### src/rtl/hwpe_stream_package.sv
// Shared HWPE stream types: FIFO status flags and TCDM port widths.
package hwpe_stream_package;

  typedef struct packed {
    logic       empty;
    logic       full;
    logic [7:0] push_pointer;
    logic [7:0] pop_pointer;
  } flags_fifo_t;

  localparam int unsigned TCDM_BE_WIDTH   = 4;
  localparam int unsigned TCDM_ADDR_WIDTH = 32;
  localparam int unsigned TCDM_DATA_WIDTH = 32;

endpackage

### src/rtl/hwpe_stream_intf_tcdm.sv
// TCDM request/response port bundle between streamers, FIFOs and the interconnect.
interface hwpe_stream_intf_tcdm;
  import hwpe_stream_package::*;

  logic                       req;
  logic                       gnt;
  logic [TCDM_ADDR_WIDTH-1:0] add;
  logic                       wen;
  logic [TCDM_BE_WIDTH-1:0]   be;
  logic [TCDM_DATA_WIDTH-1:0] data;
  logic [TCDM_DATA_WIDTH-1:0] r_data;
  logic                       r_valid;

  modport master (output req, add, wen, be, data, input gnt, r_data, r_valid);
  modport slave  (input req, add, wen, be, data, output gnt, r_data, r_valid);

endinterface

### src/rtl/hwpe_stream_fifo_sidech.sv
// Request FIFO carrying a payload plus a side channel; no fall-through, head held until popped.
module hwpe_stream_fifo_sidech
  import hwpe_stream_package::*;
#(
  parameter int unsigned DATA_WIDTH   = 68,
  parameter int unsigned SIDECH_WIDTH = 1,
  parameter int unsigned FIFO_DEPTH   = 8,
  parameter bit          LATCH_FIFO   = 1'b0
) (
  input  logic                    clk_i,
  input  logic                    rst_i,
  input  logic                    clear_i,
  output flags_fifo_t             flags_o,
  input  logic                    push_valid,
  output logic                    push_ready,
  input  logic [DATA_WIDTH-1:0]   push_data,
  input  logic [SIDECH_WIDTH-1:0] push_sidech,
  output logic                    pop_valid,
  input  logic                    pop_ready,
  output logic [DATA_WIDTH-1:0]   pop_data,
  output logic [SIDECH_WIDTH-1:0] pop_sidech
);

  localparam int unsigned AW = $clog2(FIFO_DEPTH);
  localparam int unsigned EW = DATA_WIDTH + SIDECH_WIDTH;

  logic [EW-1:0] mem [FIFO_DEPTH];
  logic [AW-1:0] wptr_q, rptr_q;
  logic [AW:0]   cnt_q;
  logic          push, pop, fresh;

  assign push_ready = (cnt_q != (AW+1)'(FIFO_DEPTH));
  assign push       = push_valid & push_ready;
  // an entry still being written into latch storage is not yet visible at the head
  assign pop_valid  = (cnt_q > (AW+1)'(fresh));
  assign pop        = pop_valid & pop_ready;
  assign {pop_data, pop_sidech} = mem[rptr_q];

  always_ff @(posedge clk_i or posedge rst_i) begin
    if (rst_i) begin
      wptr_q <= '0;
      rptr_q <= '0;
      cnt_q  <= '0;
    end else if (clear_i) begin
      wptr_q <= '0;
      rptr_q <= '0;
      cnt_q  <= '0;
    end else begin
      if (push) wptr_q <= wptr_q + AW'(1);
      if (pop)  rptr_q <= rptr_q + AW'(1);
      case ({push, pop})
        2'b10:   cnt_q <= cnt_q + (AW+1)'(1);
        2'b01:   cnt_q <= cnt_q - (AW+1)'(1);
        default: ;
      endcase
    end
  end

  if (LATCH_FIFO) begin : gen_latch
    logic [EW-1:0] wdata_q;
    logic [AW-1:0] waddr_q;
    logic          we_q;

    always_ff @(posedge clk_i or posedge rst_i) begin
      if (rst_i) we_q <= 1'b0;
      else       we_q <= push & ~clear_i;
    end

    always_ff @(posedge clk_i) begin
      if (push) begin
        wdata_q <= {push_data, push_sidech};
        waddr_q <= wptr_q;
      end
    end

    // latches open during the low clock phase after the write was staged
    always_latch begin
      for (int i = 0; i < FIFO_DEPTH; i++) begin
        if (we_q && !clk_i && (waddr_q == AW'(i))) mem[i] <= wdata_q;
      end
    end

    assign fresh = we_q;
  end else begin : gen_flop
    always_ff @(posedge clk_i) begin
      if (push) mem[wptr_q] <= {push_data, push_sidech};
    end

    assign fresh = 1'b0;
  end

  assign flags_o.empty        = (cnt_q == '0);
  assign flags_o.full         = ~push_ready;
  assign flags_o.push_pointer = 8'(wptr_q);
  assign flags_o.pop_pointer  = 8'(rptr_q);

endmodule

### src/rtl/hwpe_stream_tcdm_fifo_store_sidech.sv
// Store-side TCDM decoupling FIFO: posts streamer writes, issues them to the interconnect and
// returns each write's side channel when the interconnect acknowledges it.
module hwpe_stream_tcdm_fifo_store_sidech
  import hwpe_stream_package::*;
#(
  parameter int unsigned FIFO_DEPTH      = 8,
  parameter bit          LATCH_FIFO      = 1'b0,
  parameter int unsigned SIDECH_WIDTH    = 1,
  parameter int unsigned MAX_OUTSTANDING = 4
) (
  input  logic                    clk_i,
  input  logic                    rst_i,
  input  logic                    clear_i,
  output flags_fifo_t             flags_o,
  hwpe_stream_intf_tcdm.slave     tcdm_slave,
  hwpe_stream_intf_tcdm.master    tcdm_master,
  input  logic [SIDECH_WIDTH-1:0] sidech_i,
  output logic [SIDECH_WIDTH-1:0] sidech_o,
  output logic                    sidech_valid_o
);

  localparam int unsigned REQ_W = TCDM_BE_WIDTH + TCDM_ADDR_WIDTH + TCDM_DATA_WIDTH;
  localparam int unsigned OW    = $clog2(MAX_OUTSTANDING) + 1;
  localparam int unsigned CW    = (MAX_OUTSTANDING > 1) ? $clog2(MAX_OUTSTANDING) : 1;

  function automatic logic [CW-1:0] cq_inc(input logic [CW-1:0] p);
    return (p == CW'(MAX_OUTSTANDING - 1)) ? '0 : p + CW'(1);
  endfunction

  flags_fifo_t             req_flags;
  logic                    req_push, head_valid, can_issue, issue, ack;
  logic [REQ_W-1:0]        head_data;
  logic [SIDECH_WIDTH-1:0] head_sidech;
  logic                    vld_p1;
  logic [OW-1:0]           out_cnt_q;
  logic [SIDECH_WIDTH-1:0] cq_mem [MAX_OUTSTANDING];
  logic [CW-1:0]           cq_wptr_q, cq_rptr_q;
  logic [SIDECH_WIDTH-1:0] sidech_last_q;
  logic                    unused_rdata;

  assign req_push = tcdm_slave.req & tcdm_slave.gnt;

  hwpe_stream_fifo_sidech #(
    .DATA_WIDTH   ( REQ_W        ),
    .SIDECH_WIDTH ( SIDECH_WIDTH ),
    .FIFO_DEPTH   ( FIFO_DEPTH   ),
    .LATCH_FIFO   ( LATCH_FIFO   )
  ) i_req_fifo (
    .clk_i       ( clk_i                                             ),
    .rst_i       ( rst_i                                             ),
    .clear_i     ( clear_i                                           ),
    .flags_o     ( req_flags                                         ),
    .push_valid  ( tcdm_slave.req                                    ),
    .push_ready  ( tcdm_slave.gnt                                    ),
    .push_data   ( {tcdm_slave.be, tcdm_slave.add, tcdm_slave.data} ),
    .push_sidech ( sidech_i                                          ),
    .pop_valid   ( head_valid                                        ),
    .pop_ready   ( tcdm_master.gnt & can_issue                       ),
    .pop_data    ( head_data                                         ),
    .pop_sidech  ( head_sidech                                       )
  );

  // gate issue on the registered outstanding count only
  assign can_issue       = (out_cnt_q < OW'(MAX_OUTSTANDING));
  assign tcdm_master.req = head_valid & can_issue;
  assign {tcdm_master.be, tcdm_master.add, tcdm_master.data} = head_data;
  assign tcdm_master.wen = 1'b0;
  assign issue           = tcdm_master.req & tcdm_master.gnt;
  assign ack             = tcdm_master.r_valid & (out_cnt_q != '0);
  assign unused_rdata    = ^tcdm_master.r_data;

  assign tcdm_slave.r_valid = vld_p1;
  assign tcdm_slave.r_data  = '0;
  assign sidech_valid_o     = ack;
  assign sidech_o           = ack ? cq_mem[cq_rptr_q] : sidech_last_q;

  always_comb begin
    flags_o       = req_flags;
    flags_o.empty = req_flags.empty & (out_cnt_q == '0);
  end

  // stage p1: posted-write response and completion bookkeeping
  always_ff @(posedge clk_i or posedge rst_i) begin
    if (rst_i) begin
      vld_p1        <= 1'b0;
      out_cnt_q     <= '0;
      cq_wptr_q     <= '0;
      cq_rptr_q     <= '0;
      sidech_last_q <= '0;
    end else if (clear_i) begin
      vld_p1    <= 1'b0;
      out_cnt_q <= '0;
      cq_wptr_q <= '0;
      cq_rptr_q <= '0;
    end else begin
      vld_p1 <= req_push;
      if (issue) cq_wptr_q <= cq_inc(cq_wptr_q);
      if (ack) begin
        cq_rptr_q     <= cq_inc(cq_rptr_q);
        sidech_last_q <= cq_mem[cq_rptr_q];
      end
      case ({issue, ack})
        2'b10:   out_cnt_q <= out_cnt_q + OW'(1);
        2'b01:   out_cnt_q <= out_cnt_q - OW'(1);
        default: ;
      endcase
    end
  end

  always_ff @(posedge clk_i) begin
    if (issue) cq_mem[cq_wptr_q] <= head_sidech;
  end

  always_ff @(posedge clk_i) begin
    if (!rst_i && tcdm_slave.req) begin
      assert (!tcdm_slave.wen) else $error("read request on store-side TCDM FIFO");
    end
    if (!rst_i && tcdm_master.r_valid) begin
      assert (out_cnt_q != '0) else $warning("write ack with nothing outstanding, dropped");
    end
  end

endmodule

### src/flat_wrapper.sv
// flat-port wrapper written by rule: the top's interface ports become plain ports
module hwpe_stream_tcdm_fifo_store_sidech_flat import hwpe_stream_package::*;
#(
  parameter int unsigned FIFO_DEPTH      = 8,
  parameter bit          LATCH_FIFO      = 1'b0,
  parameter int unsigned SIDECH_WIDTH    = 1,
  parameter int unsigned MAX_OUTSTANDING = 4
)
  (clk_i, rst_i, clear_i, flags_o, sidech_i, sidech_o, sidech_valid_o, tcdm_slave_req, tcdm_slave_add, tcdm_slave_wen, tcdm_slave_be, tcdm_slave_data, tcdm_slave_gnt, tcdm_slave_r_data, tcdm_slave_r_valid, tcdm_master_req, tcdm_master_add, tcdm_master_wen, tcdm_master_be, tcdm_master_data, tcdm_master_gnt, tcdm_master_r_data, tcdm_master_r_valid);
  hwpe_stream_intf_tcdm tcdm_slave_i ();
  hwpe_stream_intf_tcdm tcdm_master_i ();
  input  logic clk_i;
  input  logic rst_i;
  input  logic clear_i;
  output flags_fifo_t flags_o;
  input  logic [SIDECH_WIDTH-1:0] sidech_i;
  output logic [SIDECH_WIDTH-1:0] sidech_o;
  output logic sidech_valid_o;
  input wire logic [$bits(tcdm_slave_i.req)-1:0] tcdm_slave_req;
  input wire logic [$bits(tcdm_slave_i.add)-1:0] tcdm_slave_add;
  input wire logic [$bits(tcdm_slave_i.wen)-1:0] tcdm_slave_wen;
  input wire logic [$bits(tcdm_slave_i.be)-1:0] tcdm_slave_be;
  input wire logic [$bits(tcdm_slave_i.data)-1:0] tcdm_slave_data;
  output wire logic [$bits(tcdm_slave_i.gnt)-1:0] tcdm_slave_gnt;
  output wire logic [$bits(tcdm_slave_i.r_data)-1:0] tcdm_slave_r_data;
  output wire logic [$bits(tcdm_slave_i.r_valid)-1:0] tcdm_slave_r_valid;
  output wire logic [$bits(tcdm_master_i.req)-1:0] tcdm_master_req;
  output wire logic [$bits(tcdm_master_i.add)-1:0] tcdm_master_add;
  output wire logic [$bits(tcdm_master_i.wen)-1:0] tcdm_master_wen;
  output wire logic [$bits(tcdm_master_i.be)-1:0] tcdm_master_be;
  output wire logic [$bits(tcdm_master_i.data)-1:0] tcdm_master_data;
  input wire logic [$bits(tcdm_master_i.gnt)-1:0] tcdm_master_gnt;
  input wire logic [$bits(tcdm_master_i.r_data)-1:0] tcdm_master_r_data;
  input wire logic [$bits(tcdm_master_i.r_valid)-1:0] tcdm_master_r_valid;
  assign tcdm_slave_i.req = tcdm_slave_req;
  assign tcdm_slave_i.add = tcdm_slave_add;
  assign tcdm_slave_i.wen = tcdm_slave_wen;
  assign tcdm_slave_i.be = tcdm_slave_be;
  assign tcdm_slave_i.data = tcdm_slave_data;
  assign tcdm_slave_gnt = tcdm_slave_i.gnt;
  assign tcdm_slave_r_data = tcdm_slave_i.r_data;
  assign tcdm_slave_r_valid = tcdm_slave_i.r_valid;
  assign tcdm_master_req = tcdm_master_i.req;
  assign tcdm_master_add = tcdm_master_i.add;
  assign tcdm_master_wen = tcdm_master_i.wen;
  assign tcdm_master_be = tcdm_master_i.be;
  assign tcdm_master_data = tcdm_master_i.data;
  assign tcdm_master_i.gnt = tcdm_master_gnt;
  assign tcdm_master_i.r_data = tcdm_master_r_data;
  assign tcdm_master_i.r_valid = tcdm_master_r_valid;
  hwpe_stream_tcdm_fifo_store_sidech #(.FIFO_DEPTH(FIFO_DEPTH), .LATCH_FIFO(LATCH_FIFO), .SIDECH_WIDTH(SIDECH_WIDTH), .MAX_OUTSTANDING(MAX_OUTSTANDING)) u_core (.clk_i(clk_i), .rst_i(rst_i), .clear_i(clear_i), .flags_o(flags_o), .tcdm_slave(tcdm_slave_i), .tcdm_master(tcdm_master_i), .sidech_i(sidech_i), .sidech_o(sidech_o), .sidech_valid_o(sidech_valid_o));
endmodule
### config.mk
export PLATFORM = sky130hd
export DESIGN_NAME = hwpe_stream_tcdm_fifo_store_sidech_flat
export DESIGN_NICKNAME = d
export VERILOG_FILES = /design/src/rtl/hwpe_stream_package.sv /design/src/rtl/hwpe_stream_intf_tcdm.sv /design/src/rtl/hwpe_stream_fifo_sidech.sv /design/src/rtl/hwpe_stream_tcdm_fifo_store_sidech.sv /design/src/flat_wrapper.sv
export SDC_FILE = /design/constraint.sdc
export NUM_CORES = 1
export LEC_CHECK = 0
export ABC_CLOCK_PERIOD_IN_PS = 10020
export CELL_PAD_IN_SITES_DETAIL_PLACEMENT = 1
export CELL_PAD_IN_SITES_GLOBAL_PLACEMENT = 2
export CORE_UTILIZATION = 48
export CTS_CLUSTER_SIZE = 8
export DETAILED_ROUTE_END_ITERATION = 8
export PLACE_DENSITY_LB_ADDON = 0.1
export SLEW_MARGIN = 20
export SYNTH_ARGS = -nofsm -noshare
export SYNTH_HDL_FRONTEND = slang
export SYNTH_SLANG_ARGS = --single-unit
### constraint.sdc
create_clock -name clk_i -period 10.02 [get_ports clk_i]
set_clock_uncertainty 0.1 [all_clocks]
set_input_delay 2.004 -clock clk_i [delete_from_list [all_inputs] [get_ports clk_i]]
set_output_delay 2.004 -clock clk_i [all_outputs]
set_load 0.02 [all_outputs]
# Word level (Yosys, flattened, before mapping)
# Memories as Yosys holds them, arrays and structs flattened.
# Cells that the tools add are included.
# classes
n_eq_ne	7
n_addsub	8
order_cmp	2
bitwise	8
mux	20
n_reduce_logical	9
# op_table
cell	count
$mux 3	5
$mux 2	6
$add 3x1->3 const B	3
$reduce_bool 3->1	3
$eq 2x2->1 const B	4
$pmux 4 s2	1
$reduce_bool 2->1	4
$and 1x1->1	7
$mux 1	6
$pmux 3 s2	1
$add 2x1->2 const B	2
$add 4x1->4 const B	1
$eq 2x1->1 const B	2
$gt 4x1->1 const B	1
$logic_not 4->1	1
$mux 4	1
$ne 4x4->1 const B	1
$sub 4x1->4 const B	1
$logic_not 3->1	1
$lt 3x3->1 const B	1
$sub 3x1->3 const B	1
$not 1->1	1
# totals
elab_cells	64
memories	2
input_bits	108
out_inout_bits	124
ram_bits	556
register_bits	19
# mem_list
name	words	width	rd	rd_clocked_by_memory_dff	write_ports	line	text
u_core.i_req_fifo.mem	8	69	1	0	1	hwpe_stream_fifo_sidech.sv:27	logic [EW-1:0] mem [FIFO_DEPTH];
u_core.cq_mem	4	1	1	0	1	hwpe_stream_tcdm_fifo_store_sidech.sv:36	logic [SIDECH_WIDTH-1:0] cq_mem [MAX_OUTSTANDING];

# Logic depth before layout (Yosys ltp)
# Gate-level depths: netlist of the first run.
# logic_depth
ltp_word	6
depth_mapped	9
depth_no_buf	8

# Modules after synthesis
# A second synthesis of the first run with hierarchy kept.
# hier_totals
hier_cells	987
area_unflattened_um2	22389.0
# modules_own_cells
module	cells_each	instances	area_per_inst_um2	seq_area_each_um2
hwpe_stream_fifo_sidech	885	1	21398.0	16826.1
hwpe_stream_tcdm_fifo_store_sidech	102	1	991.0	345.3

# Worst setup path before layout of the first run
# No wires, ideal clock.
# synth_timing
path_kind	input-to-reg
start	input port tcdm_slave_req
end	memory u_core.i_req_fifo.mem[0][0] in the netlist's numbering (enable)
path_buffers	1
required_time_ns	9.339
cell_stages	4
setup_ns	0.581
path_slack_ns	1.841
arrival_time_ns	7.498
cell_sequence	clkbuf_1 > inv_1 > or3_1 > nor3_1
# synth_via
elab_chain_len	3
# synth_rtl
item	line	text
start: declaration	flat_wrapper.sv:19	input wire logic [$bits(tcdm_slave_i.req)-1:0] tcdm_slave_req;
$and 1x1->1	hwpe_stream_fifo_sidech.sv:33	assign push = push_valid & push_ready;
$mux 1	hwpe_stream_fifo_sidech.sv:86	if (push) mem[wptr_q] <= {push_data, push_sidech};
$mux 1 (implied by the code)	hwpe_stream_fifo_sidech.sv:86	
end: declaration	hwpe_stream_fifo_sidech.sv:27	
# Every way passes these cells.

# Worst setup path in the final report of the first run
# layout_timing
start	register u_core.i_req_fifo.rptr_q[0]
end	output port tcdm_master_add[2]
# layout_via
elab_chain_len	1
# layout_rtl
item	line	text
start: declaration	hwpe_stream_fifo_sidech.sv:28	logic [AW-1:0] wptr_q, rptr_q;
start signal: assignment	hwpe_stream_fifo_sidech.sv:50	if (pop) rptr_q <= rptr_q + AW'(1);
$mem_v2 8x69	n/a	
end: declaration	flat_wrapper.sv:28	output wire logic [$bits(tcdm_master_i.add)-1:0] tcdm_master_add;
# Every way passes these cells.

==> results.cfg, run 1 <==
[logic_synthesis]
synthDistinctLibCells = 48
yosysTopAreaCell = edfxtp_1
yosys_warnings = 0
synth_top_area_frac = 0.745
ys_ff_latch = 575
syn_area_um2 = 22400
syn_inst = 990
syn_area_per_cell_um2 = 22.6
ys_seq_area_frac = 0.767
synthTopCellsByArea = edfxtp_1, mux4_2, mux2_2
synth_edf_count = 556
synthFlopType = edfxtp_1
async_reset_ff_frac = 0.0330

[worst_setup_path]
timing.rr.end = u_core.i_req_fifo.mem[4][20]
critPathLaunchType = register
r2r_start = u_core.i_req_fifo.cnt_q[3]
reg2reg_depth = 5
worstPathMaxFanout = 105
cp.arrival_ns = 3.82
cp-end-kind = output pin
reg2reg_setup_slack_ns = 6.37
crit_type = register to output pin
timing.critical_path.from = u_core.i_req_fifo.rptr_q[0]
required_ns = 7.92

[global_route]
grt_util_met2 = 0.331
grt_max_degree = 106
gr-max-usage-layer = met2
grt_pass1_vias = 11323
use_met3 = 0.0487
use_met1 = 0.264
track_usage = 0.201
antenna_found_initial = 4
grt-ovfl-total = 0
grt_pass1_wl_um = 69700

[cts]
cts_buffers = 82
clock-sinks = 575
cts_resized = 0
clk_latency_ns = 0.61
hold_buffers = 0
clkSlewWorstSetupHoldPaths_ns = 0.05
htreeDepth = 3
cts_tree = done
max-clock-path-buffers = 3
cts_root_buf = clkbuf_16
post_cts_buffers = 0

[min_path]
min_from = u_core.sidech_last_q
hold-path-endpoint = u_core.sidech_last_q
worstHoldPathCells = 1
hp-class = register to register

[pwr]
cellPowerDensity_nw_per_um2 = 262
ir_drop_mv = 0.252
power_leakage_nw = 8.50
power_mw = 7.00

[detailed_routing]
final_antenna_net_count = 0
drt_iter0_drc = 615
first_pass_iters = 5
dr_total_vias = 10248
avgRoutedWirePerCell_um = 25.3
wl_um = 46000
vias_per_cell = 5.64
drc_errors = 0

[job]
cap_violations = 0

[die]
start_util = 0.490
rows = 78
core_area_um2 = 45700
die_area_um2 = 47500
die_h_um = 218
die_x_um = 218
ios = 232

[timing]
period_minus_slack_ns = 5.92
relSlewSlack = 0.271
max_freq_mhz = 169
setup_tns_ns = 0
setup_viol = 0
grt_setup_unrepaired = no
worstMarginPinSlew_ns = 1.09
finalMaxSlewViolations = 0
timing.final.crit_share = 0.591
finalHoldViolCount = 0

[cells_and_area]
final_net_count = 1316
area_growth_pct = 19.3
drive_gt1_frac = 0.276
final_cell_area_um2 = 26700

[placed_design]
dp_hpwl_um = 23700
io_buffers = 155
placed_cell_area_um2 = 24500
place_congestion = 0.697

[status]
status = finished clean
## cell usage after synthesis, drive strengths merged, types with 3 or more instances
master and number:
a21oi 13, clkbuf 22, and3 4, mux2 71, nor3 8, nor2 21, nand2 9, nand3 6
dfrtp 19, o21ai 3, o211ai 4, ha 9, buf 67, inv 7, nand2b 3, edfxtp 556
mux4 139
## state kept, by name (all words and copies together) (netlist names)
| register | flops |
|---|---|
| u_core.i_req_fifo.mem | 552 |
| u_core.cq_mem | 4 |
| u_core.i_req_fifo.cnt_q | 4 |
| u_core.i_req_fifo.rptr_q | 3 |
| u_core.i_req_fifo.wptr_q | 3 |
| u_core.out_cnt_q | 3 |
| u_core.cq_rptr_q | 2 |
| u_core.cq_wptr_q | 2 |
| u_core.sidech_last_q | 1 |
| u_core.tcdm_slave.r_valid | 1 |
## cells by family after synthesis
family / count (synthesis) / share of synthesized area
DFF: 575 / 0.767
muxes: 212 / 0.176
buffers and inverters: 97 / 0.0250
and+or+nand+nor: 65 / 0.0154
AOI/OAI and AO/OA: 26 / 0.00910
adders and majority gates: 10 / 0.00592
xor gates and xnor gates: 4 / 0.00156
other: 1 / 0.000167
## power breakdown
| part | internal [mW] | switching, mW | total, mW |
|---|---|---|---|
| clock network | 1.46 | 0.938 | 2.40 |
| logic | 0.870 | 0.812 | 1.68 |
| registers | 2.80 | 0.115 | 2.92 |
| total | 5.14 | 1.87 | 7.00 |
## final cells by class
| cell class | instances | area (um2) |
|---|---|---|
| Clock inverter | 6 | 88.8 |
| Tap cell | 600 | 751 |
| Antenna cell | 1 | 2.50 |
| Multi-Input combinational cell | 360 | 4880 |
| Clock buffer | 95 | 2110 |
| Timing Repair Buffer | 171 | 1680 |
| Inverter | 8 | 31.3 |
| Fill cell | 3824 | 18900 |
| Sequential cell | 575 | 17200 |
## routing by layer
metal | share of wire | up-vias
met5 | 0.00096 | -
met4 | 0.021 | 6
met3 | 0.055 | 70
met2 | 0.50 | 266
met1 | 0.42 | 5471
li1 | - | 4435
## worst max-delay path, cell delays in order, from the launching register on
cell and delay, ns:
dfrtp_4 0.92, buf_12 0.73, mux4_2 0.61, mux2_2 0.28
clkdlybuf4s50_1 0.61
## placed cells by master (no fill, tap or decap), types with 2 or more instances in the layout
cell type,instances
edfxtp_1,556
inv_1,6
o211ai_1,3
and3_1,4
nor2_1,15
clkbuf_16,82
mux4_2,139
nor3_1,5
nand2_1,9
clkinv_8,2
nand4_1,2
clkbuf_1,12
xor2_1,2
conb_1,43
nor2b_1,2
xnor2_1,2
dfrtp_1,16
buf_4,15
mux2_2,70
or3_1,2
nor3_2,3
nand3_1,6
mux2i_1,2
nand2b_1,3
ha_1,9
dfrtp_4,3
a21oi_1,12
o21ai_0,3
clkdlybuf4s50_1,155
inv_6,2
nor2_4,6
## metrics by stage
stage,std cells,hold WS [ns],utilization,setup slack [ns]
5_1_grt,1816,0.451,0.585,3.78
2_1_floorplan,1032,0.380,-,1.84
3_3_place_gp,1714,0.392,0.537,4.33
4_1_cts,1815,0.417,0.585,3.91
6_report,1816,0.414,0.585,4.10
3_5_place_dp,1714,0.401,0.537,4.33
## how the worst max path moves through the flow
stage | cells past startpoint | end
after CTS | 4 | tcdm_master_add[2]
after floorplan | 4 | u_core.i_req_fifo.mem[0][0]
final | 4 | tcdm_master_add[2]
after global routing | 4 | tcdm_master_add[2]
after global placement | 6 | sidech_o
after detailed placement | 6 | sidech_o
No activity file was read; power rests on OpenSTA's default activity.
==> run 2, diff against run 1 <==
--- a/config.mk
+++ b/config.mk
@@ -5,10 +5,10 @@
 export SDC_FILE = /design/constraint.sdc
 export NUM_CORES = 1
 export LEC_CHECK = 0
-export ABC_CLOCK_PERIOD_IN_PS = 10020
+export ABC_CLOCK_PERIOD_IN_PS = 5600
 export CELL_PAD_IN_SITES_DETAIL_PLACEMENT = 1
 export CELL_PAD_IN_SITES_GLOBAL_PLACEMENT = 2
-export CORE_UTILIZATION = 48
+export CORE_UTILIZATION = 44
 export CTS_CLUSTER_SIZE = 8
 export DETAILED_ROUTE_END_ITERATION = 8
 export PLACE_DENSITY_LB_ADDON = 0.1
==> constraint.sdc (replaced) <==
create_clock -name clk_i -period 5.6 [get_ports clk_i]
set_clock_uncertainty 0.1 [all_clocks]
set_input_delay 1.12 -clock clk_i [delete_from_list [all_inputs] [get_ports clk_i]]
set_output_delay 1.12 -clock clk_i [all_outputs]
set_load 0.02 [all_outputs]
==> run 2 against run 1 <==
  * Final cell count is 4.4% higher
  * Total power is 81% higher
  * Register-to-register slack worse by 3.8 ns
  * Global-route usage fell by 1.3 points
  * Clock-buffer cell count is 3 higher
  * Hold slack better by 0.011 ns
  * Sequential power grew 78%
  * Non-clock buffer count increased by 6
  * Die area up 9.0%
  * Critical path depth is the same
  * Critical path type unchanged
==> results.cfg, run 2 (synthesis gave the netlist of run 1 again) <==
[die]
die_area_um2 = 51800
ios = 232
die_h_um = 228
start_util = 0.447
die_x_um = 228
rows = 82
core_area_um2 = 50200

[cts]
post_cts_buffers = 0
max-clock-path-buffers = 3
cts_buffers = 82
hold_buffers = 0
cts_root_buf = clkbuf_16
clk_latency_ns = 0.60
cts_resized = 0
clock-sinks = 575
clkSlewWorstSetupHoldPaths_ns = 0.05
cts_tree = done
htreeDepth = 3

[cells_and_area]
final_cell_area_um2 = 27100
diodes = 0
largest_register_ffs = 552
largest-register = u_core.i_req_fifo.mem
layout_common_cells = edfxtp_1, clkdlybuf4s50_1, mux4_2, clkbuf_16, mux2_2
final_cells = 1896
reg_top3 = u_core.i_req_fifo.mem: 552 flops, u_core.cq_mem: 4 flops, u_core.i_req_fifo.cnt_q: 4 flops
area_growth_pct = 20.8
utilization = 0.539
final_common_cell = edfxtp_1
final_net_count = 1322
drive_gt1_frac = 0.279

[pwr]
ir_drop_mv = 0.258
power_mw = 12.7
cellPowerDensity_nw_per_um2 = 469
power_leakage_nw = 8.58

[worst_setup_path]
required_ns = 4.38
reg2reg_depth = 5
worstPathMaxFanout = 31
timing.rr.end = u_core.i_req_fifo.mem[2][39]
r2r_start = u_core.i_req_fifo.cnt_q[0]
cp.arrival_ns = 3.31
reg2reg_setup_slack_ns = 2.61
crit_type = register to output pin
critPathLaunchType = register
cp-end-kind = output pin

[min_path]
min_from = u_core.sidech_last_q
worstHoldPathCells = 1
hp-class = register to register
hold-path-endpoint = u_core.sidech_last_q

[detailed_routing]
avgRoutedWirePerCell_um = 24.7
wl_um = 46800
final_antenna_net_count = 0
first_pass_iters = 5
dr_total_vias = 10214
drc_errors = 0
drt_iter0_drc = 544
vias_per_cell = 5.39

[timing]
whs_ns = 0.425
finalWorstSetupSlack_ns = 1.07
timing.final.crit_share = 0.809
grt_setup_unrepaired = no
max_freq_mhz = 221
period_minus_slack_ns = 4.53
relSlewSlack = 0.337
finalMaxSlewViolations = 0
setup_viol = 0
worstMarginPinSlew_ns = 0.993
setup_tns_ns = 0
finalHoldViolCount = 0

[global_route]
grt_max_degree = 83
antenna_found_initial = 5
use_met1 = 0.249
grt_pass1_vias = 11234
grt_util_met2 = 0.311
track_usage = 0.188
grt-ovfl-total = 0
use_met3 = 0.0419
gr-max-usage-layer = met2
grt_pass1_wl_um = 70200

[placed_design]
dp_hpwl_um = 24400
place_ws_ns = 1.52
place_congestion = 0.683
io_buffers = 155
dp.cells = 1792
placed_cell_area_um2 = 24800

[status]
status = finished clean

[job]
cap_violations = 0
## run 2: cell count changes in the layout (fill, tap and decap cells not counted), sizes merged
| cell | delta |
|---|---|
| buf | +6 |
| clkbuf | +3 |
| diode | -1 |
## run 2: report_power, final
group	switching, mW	leakage [nW]	internal, mW
Sequential	0.189	5.30	5.01
Combinational	1.49	2.18	1.62
Clock	1.68	1.10	2.69
## run 2: cell type report
cell class	count	area [um2]
Timing Repair Buffer	177	1850
Multi-Input combinational cell	360	4890
Clock buffer	98	2180
Fill cell	4274	23100
Sequential cell	575	17200
Tap cell	672	841
Inverter	8	31.3
Clock inverter	6	73.8
## run 2: worst max-delay path, stage by stage, from the launching register on
cell and delay [ns]:
dfrtp_4 0.89, buf_12 0.34, mux4_2 0.54, mux2_2 0.28, clkdlybuf4s50_1 0.60
## run 2: layer usage
layer | wire length [um] | vias up | share of wire
met5 | 72 | - | 0.0015
met4 | 853 | 10 | 0.018
met3 | 2450 | 79 | 0.052
met2 | 23400 | 241 | 0.50
met1 | 20000 | 5427 | 0.43
li1 | - | 4457 | -
## run 2: worst max path at each step
stage                                startpoint                           end  slack, ns
finish              u_core.i_req_fifo.rptr_q[0]           tcdm_master_data[0]       1.07
CTS                 u_core.i_req_fifo.rptr_q[0]          tcdm_master_data[27]       0.95
global placement                 tcdm_slave_req  u_core.i_req_fifo.mem[2][40]       1.55
global route        u_core.i_req_fifo.rptr_q[0]            tcdm_master_add[3]       0.86
detailed placement              tcdm_master_gnt    u_core.i_req_fifo.cnt_q[3]       1.52
floorplan                        tcdm_slave_req   u_core.i_req_fifo.mem[6][0]       0.16
